`config.mk`:
```
export PLATFORM = sky130hd
export DESIGN_NAME = reader_cmd_seq
export DESIGN_NICKNAME = d
export VERILOG_FILES = /design/src/rtl/reader_cmd_seq.sv
export SDC_FILE = /design/constraint.sdc
export NUM_CORES = 1
export LEC_CHECK = 0
export ABC_CLOCK_PERIOD_IN_PS = 2390
export BUFFER_PORTS_ARGS = -buffer_cell sky130_fd_sc_hd__buf_4
export CORE_AREA = 2 2 157 128
export CTS_BUF_LIST = sky130_fd_sc_hd__clkbuf_8
export DETAILED_ROUTE_END_ITERATION = 8
export DIE_AREA = 0 0 159 130
export PLACE_DENSITY_LB_ADDON = 0.25
export SYNTH_ARGS = -nofsm -noshare
export SYNTH_HDL_FRONTEND = slang
export SYNTH_SLANG_ARGS = --single-unit
export TNS_END_PERCENT = 10
```
`constraint.sdc`:
```
create_clock -name clk -period 2.39 [get_ports clk]
set_input_delay 0.1195 -clock clk [delete_from_list [all_inputs] [get_ports clk]]
set_output_delay 0.1195 -clock clk [all_outputs]
set_load 0.02 [all_outputs]
```
`src/rtl/reader_cmd_seq.sv`:
```
// Reader command sequencer: shifts a latched command MSB-first into the PIE encoder,
// waits T1 after the encoder idles, then opens the receive window until reply or timeout.
`timescale 1ns/1ps
module reader_cmd_seq #(
    parameter int unsigned T1_CYCLES  = 40,
    parameter int unsigned RX_TIMEOUT = 1000
) (
    input  logic        clk,
    input  logic        rst,
    input  logic        cmd_valid,
    output logic        cmd_rdy,
    input  logic [63:0] cmd_data,
    input  logic [6:0]  cmd_len,
    input  logic        cmd_preamble,
    input  logic        cmd_no_reply,
    output logic        enc_en,
    output logic        enc_bit,
    output logic        enc_preamble,
    input  logic        enc_in_rdy,
    input  logic        enc_idle,
    output logic        rx_en,
    input  logic        rx_done,
    output logic        done,
    output logic [1:0]  status
);

    typedef enum logic [2:0] {StIdle, StTx, StDrain, StT1Wait, StRx} state_e;

    localparam logic [1:0] StatOk      = 2'b00;
    localparam logic [1:0] StatTimeout = 2'b01;
    localparam logic [1:0] StatLenErr  = 2'b10;
    localparam logic [1:0] StatNoReply = 2'b11;

    // One extra bit so limits up to 2^16-1 compare cleanly against count+1.
    localparam logic [16:0] T1Lim = 17'(T1_CYCLES);
    localparam logic [16:0] RxLim = 17'(RX_TIMEOUT);

    state_e      state_q, state_d;
    logic [63:0] data_q, data_d;
    logic [5:0]  idx_q, idx_d;
    logic        pre_q, pre_d;
    logic        no_reply_q, no_reply_d;
    logic [15:0] cnt_q, cnt_d;
    logic        done_q, done_d;
    logic [1:0]  status_q, status_d;
    logic [16:0] cnt_inc;

    assign cnt_inc = {1'b0, cnt_q} + 17'd1;

    always_comb begin
        state_d    = state_q;
        data_d     = data_q;
        idx_d      = idx_q;
        pre_d      = pre_q;
        no_reply_d = no_reply_q;
        cnt_d      = cnt_q;
        done_d     = 1'b0;
        status_d   = status_q;
        unique case (state_q)
            StIdle: begin
                if (cmd_valid) begin
                    data_d     = cmd_data;
                    idx_d      = 6'(cmd_len - 7'd1);
                    pre_d      = cmd_preamble;
                    no_reply_d = cmd_no_reply;
                    if (cmd_len == 7'd0 || cmd_len > 7'd64) begin
                        done_d   = 1'b1;
                        status_d = StatLenErr;
                    end else begin
                        state_d = StTx;
                    end
                end
            end
            StTx: begin
                if (enc_in_rdy) begin
                    if (idx_q == 6'd0) state_d = StDrain;
                    else               idx_d   = idx_q - 6'd1;
                end
            end
            StDrain: begin
                if (enc_idle) begin
                    if (no_reply_q) begin
                        state_d  = StIdle;
                        done_d   = 1'b1;
                        status_d = StatNoReply;
                    end else begin
                        state_d = StT1Wait;
                        cnt_d   = 16'd0;
                    end
                end
            end
            StT1Wait: begin
                if (cnt_inc >= T1Lim) begin
                    state_d = StRx;
                    cnt_d   = 16'd0;
                end else begin
                    cnt_d = cnt_inc[15:0];
                end
            end
            StRx: begin
                // A reply landing on the final window cycle still counts as success.
                if (rx_done) begin
                    state_d  = StIdle;
                    done_d   = 1'b1;
                    status_d = StatOk;
                end else if (cnt_inc >= RxLim) begin
                    state_d  = StIdle;
                    done_d   = 1'b1;
                    status_d = StatTimeout;
                end else begin
                    cnt_d = cnt_inc[15:0];
                end
            end
            default: state_d = StIdle;
        endcase
    end

    always_ff @(posedge clk) begin
        if (rst) begin
            state_q    <= StIdle;
            data_q     <= 64'd0;
            idx_q      <= 6'd0;
            pre_q      <= 1'b0;
            no_reply_q <= 1'b0;
            cnt_q      <= 16'd0;
            done_q     <= 1'b0;
            status_q   <= StatOk;
        end else begin
            state_q    <= state_d;
            data_q     <= data_d;
            idx_q      <= idx_d;
            pre_q      <= pre_d;
            no_reply_q <= no_reply_d;
            cnt_q      <= cnt_d;
            done_q     <= done_d;
            status_q   <= status_d;
        end
    end

    assign cmd_rdy      = (state_q == StIdle);
    assign enc_en       = (state_q == StTx);
    assign enc_bit      = (state_q == StTx) & data_q[idx_q];
    assign enc_preamble = (state_q == StTx || state_q == StDrain) & pre_q;
    assign rx_en        = (state_q == StRx);
    assign done         = done_q;
    assign status       = status_q;

endmodule

```
==> results of run 1 <==
power groups by stage:
stage,clock network [mW],registers [mW],logic [mW]
2_1_floorplan,0,1.93,1.37
3_3_place_gp,0,2.03,1.87
3_5_place_dp,0,2.03,1.90
4_1_cts,1.17,2.01,2.02
5_1_grt,1.24,2.05,2.25
6_report,1.14,2.02,2.03
final timing paths:
check                                  start         end  slack [ps]
worst min-delay path            cmd_data[42]  data_q[42]          20
worst max-delay path                idx_q[0]     enc_bit        -410
worst min register to register    data_q[28]  data_q[28]         460
worst max register to register      cnt_q[0]    cnt_q[2]          20
placed cells by master, fill, tap and decap left out, types with 4 or more instances in the layout:
cell type and count:
a21oi_1 84, a32oi_1 4, and3_1 10, buf_4 116, clkbuf_8 9, dfxtp_1 93
dlygate4sd3_1 50, inv_1 10, mux2i_1 5, mux4_2 20, nand2_1 151, nand3_1 10
nand4_1 5, nor2_1 15, nor3_1 12, o21ai_0 9, o41ai_2 5, xor2_1 5
area by class of cell:
cell class	instances	area (sq um)	share of cell area
multi-input cells	400	2579	0.3967
flip-flops and latches	94	1886	0.2900
repair buffers	171	1449	0.2229
well taps	264	330.3	0.05081
clock buffers	9	123.9	0.01905
clock inverters	7	92.59	0.01424
inverters	11	41.29	0.006351
critical path, stage by stage, from the launching register on:
cell and delay [ps]:
dfxtp_4 400, buf_12 140, mux4_2 490, mux4_2 500, mux4_2 460, and2_4 170, buf_6 120
registers in the layout (all words and copies together), names as in the netlist:
| signal | count |
|---|---|
| data_q | 64 |
| status | 2 |
| pre_q | 1 |
| idx_q | 6 |
| done | 1 |
| no_reply_q | 1 |
| state_q | 3 |
| cnt_q | 16 |
per-stage QoR:
| step | cell area [sq um] | util | std cells | TNS (ps) |
|---|---|---|---|---|
| after detailed placement | 5741 | 0.2968 | 889 | -97.91 |
| after floorplan | 4690 | - | 547 | 0 |
| final | 6501 | 0.3362 | 956 | -406.0 |
| after global routing | 6501 | 0.3362 | 956 | -1388 |
| after CTS | 6460 | 0.3340 | 956 | -421.9 |
| after global placement | 5741 | 0.2968 | 889 | -82.12 |
what timing repair did:
action / 4_1_cts / 5_1_grt
endpoints found under the hold margin: 50 / 0
cloned: 1 / 0
pin swaps: 0 / 1
hold buffers: 50 / 0
endpoints found under the setup margin: 1 / 18
gates resized for setup: 17 / 9
layer usage:
layer / vias to the layer above / track usage / share of wire
met2: 114 / 0.2043 / 0.43
li1: 2219 / - / -
met1: 2114 / 0.1886 / 0.51
met5: - / 0 / 0
met4: 0 / 0.04278 / 0.015
met3: 15 / 0.02670 / 0.041
kinds of logic after synthesis:
logic type	count (synthesis)	synth area share
xor+xnor	8	0.01495
flops	94	0.4015
compound gates	136	0.1879
buf+inv	53	0.05019
mux	28	0.1244
simple gates	225	0.2130
fa+ha+maj	3	0.008009
==> results.md, run 1 <==
- Status: complete, but fails checks
- Failing checks: negative setup slack
- Tot Pwr: 5.188 mW
- Clock Skew: 10.61 ps
- Die ar.: 20,670 sq um
- Drt drc: 0
- Fill cells: 2,056
- Max-slew violation count: 0
- Worst EP required: 2270 ps
- First-pass GRT wire length: 22,180 um
- Clock Latency Late Sink: 380 ps
- WL/cell: 14.40 um
- Layout area overhead: 38.71%
- Pint: 3.288 mW
- Worst Path Max Fanout: 8
- Flop pwr share: 0.389
- Hold WC Path Type: in -> reg
- Synth Area per Inst: 8.569 sq um
- Syn nets: 629
- Crit start category: flop
- Antenna diode count: 0
- Final Worst Setup Slack: -406.0 ps
- CTS Root Cell: clkbuf_8
- Layout cells sized above 1: 0.2630
- GRT Overall Usage: 0.1332
- Combinational fraction of design power: 0.392
- Worst R2R Path Depth: 11
- Relative slew margins: 0.6514
- Fraction of registers with async set/reset: 0
- CTS tree: built
- Leak pwr: 2.611 nW
- WHS Path Cells: 3
- Post-synthesis register bit count: 94
- DR vias/cell: 4.667
- Total number of vias: 4,462
- Die Height: 130 um
- Post-synth design cell area: 4687 sq um
- Initial antenna violation count: 0
- RSZ-0062 raised after global routing: true
- Mapped Cells: 547
- Final nets: 769
- CTS clock-pin slew for the worst setup and hold paths: 100 ps
- Netlist cell types: 60
- Number of placed I/O pins: 87
- Yosys top cell by area: dfxtp_1
- Nature of the critical path endpoint: primary output
- Initial core utilization: 0.2424
- Main synth FF type: dfxtp_1
- Critical setup path kind: reg -> out
- Die X: 159 um
- Postcts setup bufs: 0
- CTS Sinks: 94
- Pre-CTS setup slack: -97.91 ps
- VDD IR max: 312.1 uV
- Worst Tran Pin Value: 522.9 ps
- Pin count of the biggest net entering global routing: 47
- Endpoints failing setup: 1
- Post-DP HPWL: 10,130 um
- Post-Route Hold Slack: 18.35 ps
- Clock power frac: 0.219
- Max Cap Viol: 0
- Post-synthesis sequential area ratio: 0.4015
- Critical Path AT: 2680 ps
- Top-count cell post-synth: nand2_1
- Tmin final: 2796 ps
- Dominant cells by area after synthesis: dfxtp_1 (40%), nand2_1 (12%), a21oi_1 (9.1%)
- Synth warnings: 0
- Num CTS Buffers: 9
- Port buffer count: 86
- Htree depth: 3
- TritonRoute pass-1 iters: 5
- Routability cong.: 0.8259
- Switching Power: 1.900 mW
- Final WL: 13,770 um
- Final period util: 1.170
- DRC marker count from the first detailed-route iteration: 248
- CTS max path bufs: 2
- Placeable Area: 19,340 sq um
- Fin. Hold Viols: 0
- Synth cell count leaders: nand2_1 (152), dfxtp_1 (94), a21oi_1 (85)
- Highest Clock Rate: 357.7 MHz
- Antenna Violating Nets Remaining: 0
- Grt ovf: 0
- Sw frac: 0.3662
- Num rows: 46
- Pwr Density: 798.0 nW/um^2
- Vias in the first global route: 4,295
- EDFF count, synth: 0
- Synth top area share: 0.4015
(Power assumes the default switching activity.)
==> run 2: changes to the inputs <==
--- a/config.mk
+++ b/config.mk
@@ -5,7 +5,7 @@
 export SDC_FILE = /design/constraint.sdc
 export NUM_CORES = 1
 export LEC_CHECK = 0
-export ABC_CLOCK_PERIOD_IN_PS = 2390
+export ABC_CLOCK_PERIOD_IN_PS = 3400
 export BUFFER_PORTS_ARGS = -buffer_cell sky130_fd_sc_hd__buf_4
 export CORE_AREA = 2 2 157 128
 export CTS_BUF_LIST = sky130_fd_sc_hd__clkbuf_8
==> constraint.sdc (replaced) <==
create_clock -name clk -period 3.4 [get_ports clk]
set_input_delay 0.17 -clock clk [delete_from_list [all_inputs] [get_ports clk]]
set_output_delay 0.17 -clock clk [all_outputs]
set_load 0.02 [all_outputs]
==> results.md, run 2 (same netlist as run 1, synthesis figures left out) <==
- Final Worst Setup Slack: 310.7 ps
- Postcts setup bufs: 0
- CTS max path bufs: 2
- WL/cell: 14.88 um
- Pre-CTS setup slack: 659.8 ps
- DR vias/cell: 4.745
- DRC marker count from the first detailed-route iteration: 321
- VDD IR max: 210.9 uV
- Layout cells sized above 1: 0.2260
- Worst Path Max Fanout: 11
- Die ar.: 20,670 sq um
- Crit start category: flop
- Endpoints failing setup: 0
- Status: finished, final reports clean
- Critical setup path kind: reg -> out
- CTS Root Cell: clkbuf_8
- Num CTS Buffers: 9
- Num rows: 46
- Post-DP HPWL: 9558 um
- Antenna Violating Nets Remaining: 0
- Htree depth: 3
- Final period util: 0.9086
- Post_cts resized: 0
- Flop pwr share: 0.428
- Die Height: 130 um
- Initial core utilization: 0.2424
- Max-slew violation count: 0
- TritonRoute pass-1 iters: 5
- Post-Route Hold Slack: 25.64 ps
- Final WL: 13,080 um
- Hold-fix buffers, CTS: 0
- Grt ovf: 0
- CTS Sinks: 94
- Critical Path AT: 2920 ps
- Combinational fraction of design power: 0.362
- CTS tree: built
- Worst reg-to-reg setup slack: 570 ps
- Fill cells: 2,101
- Leak pwr: 2.275 nW
- Total number of vias: 4,171
- Number of placed I/O pins: 87
- Reg with most FFs: data_q
- Most frequent cells in the layout: nand2_1 (151), dfxtp_1 (94), buf_4 (94), a21oi_1 (85), nor2_1 (15)
- Relative slew margins: 0.5525
- Tot Pwr: 3.357 mW
- Drt drc: 0
- Clock Latency Late Sink: 380 ps
- Nature of the critical path endpoint: primary output
- GRT Overall Usage: 0.1270
- Layout area overhead: 21.92%
- Commonest non-fill, non-tap cell in the layout: nand2_1
- First-pass GRT wire length: 20,870 um
- Antenna diode count: 0
- Vias in the first global route: 4,005
- Fin. Hold Viols: 0
- Highest Clock Rate: 323.7 MHz
- Routability cong.: 0.8119
- Max FFs per register: 64
- Pin count of the biggest net entering global routing: 49
- Tmin final: 3089 ps
- RSZ-0062 raised after global routing: false
- Switching Power: 1.263 mW
- Pwr Density: 587.4 nW/um^2
- Pint: 2.094 mW
- Top flop regs: data_q: 64 flops, cnt_q: 16 flops, idx_q: 6 flops
- Setup TNS: 0 ps
- Clock Skew: 8.566 ps
- CTS clock-pin slew for the worst setup and hold paths: 100 ps
- Initial antenna violation count: 0
- Port buffer count: 86
- Worst EP required: 3230 ps
- Placeable Area: 19,340 sq um
- Sw frac: 0.3762
- Max Cap Viol: 0
- Worst Tran Pin Value: 668.9 ps
- Hold WC Path Type: in -> reg
- Clock power frac: 0.210
- Final nets: 692
- Die X: 159 um
run 2: cell count changes in the layout (fill, tap and decap cells not counted), sizes merged:
cell | previous run | this run
buf | 121 | 94
clkinvlp | 0 | 1
dlygate4sd3 | 50 | 0
clkbuf | 9 | 10
bufinv | 1 | 0
clkinv | 5 | 4
run 2: area by class of cell:
class                   instances  area (sq um)  area share
multi-input cells             400          2574      0.4504
flip-flops and latches         94          1882      0.3293
repair buffers                 94         705.7      0.1235
well taps                     264         330.3     0.05781
clock buffers                  10         137.6     0.02409
clock inverters                 6         43.79    0.007664
inverters                      11         41.29    0.007226
run 2: per-layer routing:
layer	up-vias	track usage	wire (um)
li1	2075	-	-
met1	1979	0.1797	6564
met2	106	0.1936	5720
met3	11	0.02352	608
met4	0	0.04706	186
met5	-	0	0
run 2: power groups by stage:
| stage | clock network, mW | logic (mW) | registers [mW] |
|---|---|---|---|
| after floorplan | 0 | 0.959 | 1.36 |
| after global placement | 0 | 1.21 | 1.46 |
| after detailed placement | 0 | 1.23 | 1.46 |
| after CTS | 0.741 | 1.23 | 1.44 |
| after global routing | 0.787 | 1.35 | 1.47 |
| final | 0.706 | 1.21 | 1.44 |
run 2: final timing paths:
path,from,endpoint,cells past startpoint
worst min register to register,data_q[17],data_q[17],2
worst max-delay path,idx_q[1],enc_bit,6
worst min-delay path,cmd_data[7],data_q[7],3
worst max register to register,cnt_q[0],cnt_q[0],8
run 2: through the flow:
step                      area, sq um  utilization  instances
after floorplan                  4687            -        547
after global placement           5533       0.2861        863
after detailed placement         5533       0.2861        863
after CTS                        5714       0.2955        879
after global routing             5714       0.2955        879
final                            5714       0.2955        879
run 2: critical path: stages, from the launching register on:
cell and delay (ps):
dfxtp_1 620, buf_4 300, mux4_2 330, mux4_2 500, mux4_2 450, and2_1 180, buf_4 160
